File: config.mk
export PLATFORM = sky130hd
export DESIGN_NAME = alu8_seq_flat
export DESIGN_NICKNAME = d
export VERILOG_FILES = /design/src/rtl/alu8_seq_if.sv /design/src/rtl/alu8_seq.sv /design/src/flat_wrapper.sv
export SDC_FILE = /design/constraint.sdc
export NUM_CORES = 1
export LEC_CHECK = 0
export BUFFER_PORTS_ARGS = -buffer_cell sky130_fd_sc_hd__buf_2
export CAP_MARGIN = 25
export CORE_MARGIN = 5
export CORE_UTILIZATION = 40
export DETAILED_ROUTE_END_ITERATION = 12
export GPL_ROUTABILITY_DRIVEN = 0
export GPL_TIMING_DRIVEN = 0
export SYNTH_ARGS = -nofsm -noshare
export SYNTH_HDL_FRONTEND = slang
export SYNTH_SLANG_ARGS = --single-unit
File: constraint.sdc
create_clock -name clk -period 6.03 [get_ports clk]
set_input_delay 0.3015 -clock clk [delete_from_list [all_inputs] [get_ports clk]]
set_output_delay 0.3015 -clock clk [all_outputs]
set_load 0.02 [all_outputs]
File: src/rtl/alu8_seq_if.sv
// rtl/alu8_seq_if.sv - start/done handshake and operand/result bundle for alu8_seq
interface alu8_seq_if;
    logic        start;
    logic [1:0]  op_code;
    logic [7:0]  operand_A;
    logic [7:0]  operand_B;
    logic [15:0] alu_result;
    logic        alu_done;

    modport master (
        output start, op_code, operand_A, operand_B,
        input  alu_result, alu_done
    );

    modport slave (
        input  start, op_code, operand_A, operand_B,
        output alu_result, alu_done
    );
endinterface

File: src/rtl/alu8_seq.sv
// rtl/alu8_seq.sv - 8-bit multi-cycle ALU: add/sub, signed Booth multiply, unsigned restoring divide
module alu8_seq (
    input  logic        clk,
    input  logic        reset,
    alu8_seq_if.slave   bus
);
    typedef enum logic [2:0] {
        IDLE    = 3'd0,
        ADDSUB  = 3'd1,
        MUL_RUN = 3'd2,
        DIV_RUN = 3'd3,
        DONE    = 3'd4
    } state_t;

    state_t      r_state;
    state_t      w_next_state;
    logic        r_sub;
    logic [7:0]  r_a;
    logic [7:0]  r_b;
    logic [8:0]  r_acc;
    logic [7:0]  r_q;
    logic        r_q1;
    logic [3:0]  r_cnt;
    logic [15:0] r_result;
    logic        r_done;

    logic        w_accept;
    logic [7:0]  w_addsub;
    logic [8:0]  w_m9;
    logic [8:0]  w_booth_sum;
    logic [8:0]  w_shift;
    logic [9:0]  w_trial;

    // r_done also blocks acceptance in the first IDLE cycle after DONE
    assign w_accept = (r_state == IDLE) && bus.start && !r_done;
    assign w_addsub = r_sub ? (r_a - r_b) : (r_a + r_b);

    assign w_m9 = {r_a[7], r_a};
    always_comb begin
        w_booth_sum = r_acc;
        case ({r_q[0], r_q1})
            2'b01:   w_booth_sum = r_acc + w_m9;
            2'b10:   w_booth_sum = r_acc - w_m9;
            default: w_booth_sum = r_acc;
        endcase
    end

    assign w_shift = {r_acc[7:0], r_q[7]};
    assign w_trial = {1'b0, w_shift} - {2'b00, r_b};

    always_ff @(posedge clk or posedge reset) begin
        if (reset) r_state <= IDLE;
        else       r_state <= w_next_state;
    end

    always_comb begin
        w_next_state = r_state;
        case (r_state)
            IDLE: begin
                if (w_accept) begin
                    if (!bus.op_code[1])     w_next_state = ADDSUB;
                    else if (bus.op_code[0]) w_next_state = DIV_RUN;
                    else                     w_next_state = MUL_RUN;
                end
            end
            ADDSUB:  w_next_state = DONE;
            MUL_RUN: if (r_cnt == 4'd8) w_next_state = DONE;
            DIV_RUN: if (r_cnt == 4'd8) w_next_state = DONE;
            DONE:    w_next_state = IDLE;
            default: w_next_state = IDLE;
        endcase
    end

    always_ff @(posedge clk or posedge reset) begin
        if (reset) begin
            r_sub    <= 1'b0;
            r_a      <= 8'h00;
            r_b      <= 8'h00;
            r_acc    <= 9'h000;
            r_q      <= 8'h00;
            r_q1     <= 1'b0;
            r_cnt    <= 4'd0;
            r_result <= 16'h0000;
            r_done   <= 1'b0;
        end else begin
            r_done <= (r_state == DONE);
            case (r_state)
                IDLE: begin
                    if (w_accept) begin
                        r_sub <= bus.op_code[0];
                        r_a   <= bus.operand_A;
                        r_b   <= bus.operand_B;
                        r_acc <= 9'h000;
                        // Q holds the multiplier for MUL, the dividend for DIV
                        r_q   <= bus.op_code[0] ? bus.operand_A : bus.operand_B;
                        r_q1  <= 1'b0;
                        r_cnt <= 4'd0;
                    end
                end
                ADDSUB: r_result <= {8'h00, w_addsub};
                MUL_RUN: begin
                    if (r_cnt != 4'd8) begin
                        r_acc <= {w_booth_sum[8], w_booth_sum[8:1]};
                        r_q   <= {w_booth_sum[0], r_q[7:1]};
                        r_q1  <= r_q[0];
                        r_cnt <= r_cnt + 4'd1;
                    end else begin
                        r_result <= {r_acc[7:0], r_q};
                    end
                end
                DIV_RUN: begin
                    if (r_cnt != 4'd8) begin
                        // A zero divisor always "fits", giving quotient FF and remainder = dividend
                        if (!w_trial[9]) begin
                            r_acc <= w_trial[8:0];
                            r_q   <= {r_q[6:0], 1'b1};
                        end else begin
                            r_acc <= w_shift;
                            r_q   <= {r_q[6:0], 1'b0};
                        end
                        r_cnt <= r_cnt + 4'd1;
                    end else begin
                        r_result <= {r_acc[7:0], r_q};
                    end
                end
                default: ;
            endcase
        end
    end

    assign bus.alu_result = r_result;
    assign bus.alu_done   = r_done;
endmodule

File: src/flat_wrapper.sv
// flat-port wrapper written by rule: the top's interface ports become plain ports
module alu8_seq_flat 
  (clk, reset, bus_start, bus_op_code, bus_operand_A, bus_operand_B, bus_alu_result, bus_alu_done);
  alu8_seq_if bus_i ();
  input  logic clk;
  input  logic reset;
  input wire logic [$bits(bus_i.start)-1:0] bus_start;
  input wire logic [$bits(bus_i.op_code)-1:0] bus_op_code;
  input wire logic [$bits(bus_i.operand_A)-1:0] bus_operand_A;
  input wire logic [$bits(bus_i.operand_B)-1:0] bus_operand_B;
  output wire logic [$bits(bus_i.alu_result)-1:0] bus_alu_result;
  output wire logic [$bits(bus_i.alu_done)-1:0] bus_alu_done;
  assign bus_i.start = bus_start;
  assign bus_i.op_code = bus_op_code;
  assign bus_i.operand_A = bus_operand_A;
  assign bus_i.operand_B = bus_operand_B;
  assign bus_alu_result = bus_i.alu_result;
  assign bus_alu_done = bus_i.alu_done;
  alu8_seq u_core (.clk(clk), .reset(reset), .bus(bus_i));
endmodule
=== Word-level counts from Yosys, hierarchy flattened ===
Index checks and enable logic that the tools add are counted.

* Reduce and logical (&&, ||, !) cells: 15
* Equal/unequal tests: 14
* Add/subtract/negate cells: 6
* Multiplexer cells: 26

{| class="wikitable"
|+ Operator list
! kind !! count
|-
| 8-bit two-way mux || 5
|-
| 9-bit two-way mux || 4
|-
| 16-bit case mux with 2 select lines || 1
|-
| 9-bit case mux with 3 select lines || 1
|-
| 8-bit case mux with 3 select lines || 1
|-
| 9-bit case mux with 2 select lines || 1
|-
| 16-bit two-way mux || 1
|-
| 2-bit by 1-bit != test with 1-bit output, second input constant || 5
|-
| 9-bit by 8-bit subtractor with 10-bit output || 1
|-
| 9-bit adder || 1
|-
| 3-bit two-way mux || 3
|-
| 3-bit case mux with 3 select lines || 1
|-
| 9-bit subtractor || 1
|-
| 8-bit adder || 1
|-
| 4-bit two-way mux || 2
|-
| 4-bit case mux with 2 select lines || 1
|-
| 8-bit subtractor || 1
|-
| 3-bit by 2-bit equality test with 1-bit output, second input constant || 2
|-
| 2-bit AND reduction || 3
|-
| 3-bit AND reduction || 2
|-
| 2-bit nonzero test || 3
|-
| 4-bit by 1-bit adder with 4-bit output, second input constant || 1
|-
| 4-bit equality test, second input constant || 1
|-
| 1-bit two-way mux || 4
|-
| 13 further kinds || 14
|}

* Output and inout port bits: 17
* Register bits: 59
* Bits of input ports: 21
* Logic and storage cells: 71

=== Longest topological paths before layout ===
Gate-level depths: netlist of run 1.

* Word-level depth: 5
* Gate-level depth with buffers: 12
* Mapped depth without buffers: 12

=== Worst setup path before layout of run 1 ===
Ideal clock, no wire load.

* Path type: register to register
* Start point: reg u_core.r_q[0]
* End point: reg u_core.r_acc[8]
* Library setup time: 0.094 ns
* Clock period less this slack: 2.631 ns
* Arrival time: 2.538 ns
* Required time: 5.936 ns
* Setup slack: 3.399 ns
* Buffers on the path: 1
* Stages on the path, launching flop included: 11
* Cell sequence: dfrtp_1 > ha_1 > buf_2 > mux2i_1 > fa_1 > a211oi_1 > o211ai_1 > and3_1 > o21ai_1 > mux2_2 > o221ai_1

* Word-level cells in the longest chain between the ends: 4
* Elaborated cells on any way between the ends: 5
* Classes of those cells: 2 x eq/ne; 3 x mux

{| class="wikitable"
|+ RTL lines
! element !! line !! RTL
|-
| start, declared || alu8_seq.sv:21 || <nowiki>logic [7:0] r_q;</nowiki>
|-
| start signal, assigned || alu8_seq.sv:95 || <nowiki>r_q <= bus.op_code[0] ? bus.operand_A : bus.operand_B;</nowiki>
|-
| start signal, assigned || alu8_seq.sv:104 || <nowiki>r_q <= {w_booth_sum[0], r_q[7:1]};</nowiki>
|-
| start signal, assigned || alu8_seq.sv:116 || <nowiki>r_q <= {r_q[6:0], 1'b1};</nowiki>
|-
| 2-bit equality test / 2-bit by 1-bit equality test with 1-bit output (equally long branches) || alu8_seq.sv:41 || <nowiki>case ({r_q[0], r_q1})</nowiki>
|-
| 9-bit case mux with 2 select lines * || alu8_seq.sv:41 ||
|-
| 9-bit two-way mux * || alu8_seq.sv:102 || <nowiki>if (r_cnt != 4'd8) begin</nowiki>
|-
| 9-bit case mux with 3 select lines * || alu8_seq.sv:87 || <nowiki>case (r_state)</nowiki>
|-
| end signal, assigned || alu8_seq.sv:103 || <nowiki>r_acc <= {w_booth_sum[8], w_booth_sum[8:1]};</nowiki>
|-
| end signal, assigned || alu8_seq.sv:115 || <nowiki>r_acc <= w_trial[8:0];</nowiki>
|-
| end signal, assigned || alu8_seq.sv:118 || <nowiki>r_acc <= w_shift;</nowiki>
|-
| end, declared || alu8_seq.sv:20 || <nowiki>logic [8:0] r_acc;</nowiki>
|}

Mark *: on every way between the ends. The rest lies on a longest branch, timed or not. The select of a mux whose other input is x is not followed.
A chain may end at the register's enable or synchronous reset.

=== Final worst setup path of run 1 ===
Same ends and word-level chain as after synthesis.

==> results of run 1 <==
[sequential cells by signal (all words and copies together) (netlist names), 3 cells and up]
| register | count |
|---|---|
| u_core.bus.alu_result | 16 |
| u_core.r_acc | 9 |
| u_core.r_state | 3 |
| u_core.r_cnt | 4 |
| u_core.r_q | 8 |
| u_core.r_b | 8 |
| u_core.r_a | 8 |
[cell usage after synthesis, types with 3 or more instances]
master / n / area, um^2
a31oi_1: 9 / 56.3
a211oi_1: 3 / 22.5
buf_6: 3 / 33.8
o21ai_1: 7 / 35.0
o21a_1: 5 / 37.5
nor4_1: 3 / 18.8
nand3_1: 18 / 90.1
nand2b_1: 3 / 18.8
nor2b_1: 7 / 43.8
and3_1: 4 / 25.0
buf_2: 7 / 35.0
o221ai_1: 3 / 26.3
xor2_1: 8 / 70.1
nor3_1: 10 / 50.1
inv_1: 24 / 90.1
o211ai_1: 7 / 52.6
nor2_1: 37 / 139
a21o_1: 4 / 30.0
or3_1: 3 / 18.8
ha_1: 28 / 350
clkbuf_1: 14 / 52.6
dfrtp_1: 59 / 1480
mux2i_1: 14 / 140
fa_1: 3 / 60.1
nand2_1: 81 / 304
o21ai_0: 34 / 170
xnor2_1: 18 / 158
a21oi_1: 32 / 160
mux2_2: 9 / 101
[placed cells by master, fill, tap and decap left out, drive strengths merged, types with 3 or more instances in the layout]
master,n
or2,3
nor4,3
ha,28
a31oi,9
nand2,82
nor2,38
o21ai,41
nor3b,3
buf,48
a21oi,32
and3,5
mux2,11
inv,24
clkbuf,23
o31ai,3
xnor2,18
nand2b,3
nor3,10
a211oi,3
nand3,18
clkinv,3
or3,3
dfrtp,59
a21o,4
o21a,6
fa,3
o31a,3
clkinvlp,3
o211ai,8
xor2,8
mux2i,14
nor2b,8
o221ai,5
[logic make-up after synthesis]
group | Yosys count | share of synthesized area, %
simple gates | 179 | 19.2
compound gates | 124 | 19.0
flops | 59 | 35.0
buf+inv | 50 | 5.22
fa+ha+maj | 31 | 9.72
xor+xnor | 26 | 5.40
mux | 25 | 6.43
[layout make-up]
| type | instances | area (um^2) |
|---|---|---|
| clock buffers | 9 | 124 |
| repair buffers | 38 | 210 |
| clock inverters | 7 | 92.6 |
| well taps | 136 | 170 |
| plain buffers | 25 | 125 |
| fillers | 1021 | 5500 |
| inverters | 25 | 95.1 |
| multi-input cells | 385 | 2520 |
| diodes | 1 | 2.50 |
| flip-flops and latches | 59 | 1480 |
[path summary, 6_finish.rpt]
| path | from | to | slack, ps | depth (start not counted) |
|---|---|---|---|---|
| max | u_core.r_q[0] | u_core.r_acc[8] | 2970 | 10 |
| min | bus_operand_A[7] | u_core.r_a[7] | 160 | 3 |
| max reg2reg | u_core.r_q[0] | u_core.r_acc[8] | 2970 | 10 |
| min reg2reg | u_core.bus.alu_result[9] | u_core.bus.alu_result[9] | 470 | 2 |
| max in group asynchronous | reset | u_core.r_acc[3] | 4970 | 4 |
| min in group asynchronous | reset | u_core.bus.alu_result[7] | 500 | 3 |
[metrics by stage]
| stage | utilization (%) | setup slack, ps | instance area [um^2] |
|---|---|---|---|
| floorplan | - | 3400 | 4220 |
| global placement | 44.3 | 3010 | 4570 |
| detailed placement | 44.5 | 3000 | 4590 |
| CTS | 46.7 | 2980 | 4820 |
| global route | 46.7 | 2830 | 4820 |
| finish | 46.7 | 2970 | 4820 |
[layer usage]
layer,wire (um),share of wire (%)
met1,5390,46
met3,710,6.1
met5,0,0
met2,5320,46
met4,195,1.7
[worst max-delay path: stages (launching register included)]
cell	delay [ps]
dfrtp_1	450
ha_1	200
buf_2	170
mux2i_1	180
fa_1	480
a211oi_1	330
o211ai_1	180
and3_1	170
o21ai_1	240
mux2_2	390
o221ai_1	170
==> metrics.yaml, run 1 <==
grt_use_met1_pct: 25.7
crit_fanout: 8
postCtsSetupBuffers: 0
fin_cells: 685
period_needed_ps: 3060
cp-start-kind: "flop"
tritoncts: "built"
coreArea_um2: 10300
grtUsageTotal_pct: 18.7
cts.clk_slew.worst_paths_ps: 80
synth_edf_count: 0
ys_seq_area_share_pct: 35.0
hold_ws_ps: 163
syn_area_um2: 4220
dr.first_iter.drc_count: 249
avgRoutedWirePerCell_um: 17.0
cts_buffers: 9
critPathCaptureType: "flop"
synthCells: 494
use_met3_pct: 3.74
cts_root_buf: "clkbuf_8"
clk_latency_ps: 350
maxCapViolCount: 0
grt_start_max_net_pins: 41
routed_wl_mm: 11.6
ios: 38
cp.arrival_ps: 3320
overflow: 0
dpl.hpwl_mm: 9.08
first_pass_iters: 5
clock_sinks: 59
portBuffers: 36
ant_nets: 0
area_growth_pct: 14.2
clock_path_buffers: 2
finalCritPeriodShare_pct: 50.8
ctsHoldBuffers: 1
critical_path_class: "flop to flop"
start_util_pct: 40.9
met2_usage_pct: 29.7
finalHoldViolCount: 0
drc: 0
yosys.cell_types.count: 57
cts_resized: 0
drive_gt1_share_pct: 16.4
grt_pass1_wl_mm: 18.7
num_vias: 3680
viasPerCell: 5.37
h-tree-depth: 3
die_y_um: 113
worst_pin_slew_ps: 658
fin_nets: 595
grt_pass1_vias: 3617
grt.busiest_layer: "met2"
hold_class: "primary input to flop"
syn_nets: 546
fmax_mhz: 327
num_rows: 37
syn_area_per_cell_um2: 8.54
synth_seq_cells: 59
skew_ps: 10.1
outcome: "finished, final reports clean"
cp.required_ps: 6280
relSlewSlack_pct: 55.7
antenna_found_initial: 0
fin_setup_tns_ps: 0
grt_setup_unrepaired: "false"
dp.cells: 667
setup_viol: 0
synthArstFlopShare_pct: 100
ys.warnings.count: 0
synth_ff_type: "dfrtp_1"
maxSlewViolCount: 0
dieArea_um2: 12700
fp.dieW_um: 113
Power of run 1 is not shown: default switching activity piles up to over one toggle a cycle in this logic, so the estimate is an artifact.
==> inputs of run 2 (changes only) <==
==> constraint.sdc (replaced) <==
create_clock -name clk -period 2.8 [get_ports clk]
set_input_delay 0.14 -clock clk [delete_from_list [all_inputs] [get_ports clk]]
set_output_delay 0.14 -clock clk [all_outputs]
set_load 0.02 [all_outputs]
==> metrics.yaml, run 2 (synthesized netlist as in run 1, its figures left out) <==
antenna_found_initial: 0
cp-start-kind: "flop"
dieArea_um2: 12700
cts.clk_slew.worst_paths_ps: 80
viasPerCell: 5.37
grt_pass1_wl_mm: 19.0
fp.dieW_um: 113
skew_ps: 8.91
drc: 0
relSlewSlack_pct: 48.6
r2r_cells: 9
n_fill_cell: 1002
clock_path_buffers: 2
outcome: "finished, final reports clean"
cts_root_buf: "clkbuf_8"
h-tree-depth: 3
r2r_start: "u_core.r_sub"
critical_path_class: "flop to flop"
highest_layer: "met4"
period_needed_ps: 2720
setup_ws_ps: 82.8
cts_buffers: 9
dpl.hpwl_mm: 9.08
num_rows: 37
wl_met3_um: 721
start_util_pct: 40.9
cp.required_ps: 3040
fin_nets: 610
ant_nets: 0
worst_pin_slew_ps: 763
avgRoutedWirePerCell_um: 17.1
coreArea_um2: 10300
finalCritPeriodShare_pct: 97.0
wl_met2_mm: 5.47
final_util_pct: 48.7
hold_class: "primary input to flop"
placed_cell_area_um2: 4590
final_cell_mix: "nand2_1, dfrtp_1, buf_2"
largest_register_ffs: 16
clock_sinks: 59
pre_cts_ws_ps: -231
min_path_cells: 3
grt_pass1_vias: 3676
die_y_um: 113
met1_length_mm: 5.53
min-delay-start: "bus_operand_B[6]"
portBuffers: 36
diodes: 0
finalHoldViolCount: 0
final_area_um2: 5020
critPathCaptureType: "flop"
clk_latency_ps: 350
multi_input_area_um2: 2600
num_vias: 3754
dr.first_iter.drc_count: 291
area_growth_pct: 19.0
cp.arrival_ps: 2950
ios: 38
crit_fanout: 8
ff_latch_area_um2: 1480
grt_start_max_net_pins: 41
setup_viol: 0
fin_setup_tns_ps: 0
routed_wl_mm: 12.0
final_common_cell: "nand2_1"
reg2reg_slack_ps: 80
reg2reg_to: "u_core.bus.alu_result[6]"
grtUsageTotal_pct: 19.0
grt_setup_unrepaired: "true"
overflow: 0
fmax_mhz: 368
first_pass_iters: 5
drive_gt1_share_pct: 21.3
min_to: "u_core.r_b[6]"
maxCapViolCount: 0
maxSlewViolCount: 0
tritoncts: "built"
[run 2: changes by cell type in the layout (fill, tap and decap cells not counted), moves of 3 or more]
cell           before  now
buf_4               0   12
dfrtp_1            59   55
dfrtp_2             0    4
a21oi_1            32   29
a21oi_2             0    3
dlygate4sd3_1       1    4
[run 2: stage by stage]
stage                     std cells  hold WS, ps
after global routing            699         14.4
after CTS                       691         2.18
after floorplan                 494          245
after detailed placement        667          164
after global placement          666          353
final                           699         11.9
[run 2: what timing repair did]
| item | 4_1_cts | 5_1_grt |
|---|---|---|
| setup buffers | 4 | 8 |
| gates resized for setup | 9 | 18 |
| endpoints found under the setup margin | 2 | 4 |
| pin swaps | 3 | 13 |
| endpoints found under the hold margin | 22 | 0 |
| hold buffers | 4 | 0 |
[run 2: metal layers]
metal | track usage [%] | vias to the layer above
met5 | 0 | -
met1 | 26.0 | 1739
met3 | 3.69 | 22
met4 | 6.33 | 0
li1 | - | 1860
met2 | 30.3 | 133
[run 2: worst max-delay path by stage]
stage | start | endpoint | slack (ps) | cells after the start
global placement | u_core.r_q[0] | u_core.r_acc[8] | -220 | 10
finish | u_core.r_sub | u_core.bus.alu_result[6] | 80 | 9
global route | u_core.r_a[1] | u_core.r_acc[8] | -20 | 11
detailed placement | u_core.r_q[0] | u_core.r_acc[8] | -230 | 10
CTS | u_core.r_a[0] | u_core.r_acc[8] | 4 | 12
floorplan | u_core.r_q[0] | u_core.r_acc[8] | 170 | 10
[run 2: final cells by class]
cell class	instances	share of cell area (%)
buffer	25	2.62
clock buffer	9	2.47
clock inverter	7	1.84
inverter	25	1.89
multi-input combinational	385	51.7
sequential	59	29.5
tap	136	3.39
timing repair buffer	53	6.58
[run 2: critical path, cell delays in order, from the launching register on]
cell,delay [ps]
dfrtp_1,320
clkbuf_1,330
mux2i_1,250
fa_1,500
a21o_1,210
a21oi_1,230
o21ai_0,140
or3_1,320
a32oi_1,210
o21ai_1,80
Power of run 2 is left out for the same reason.
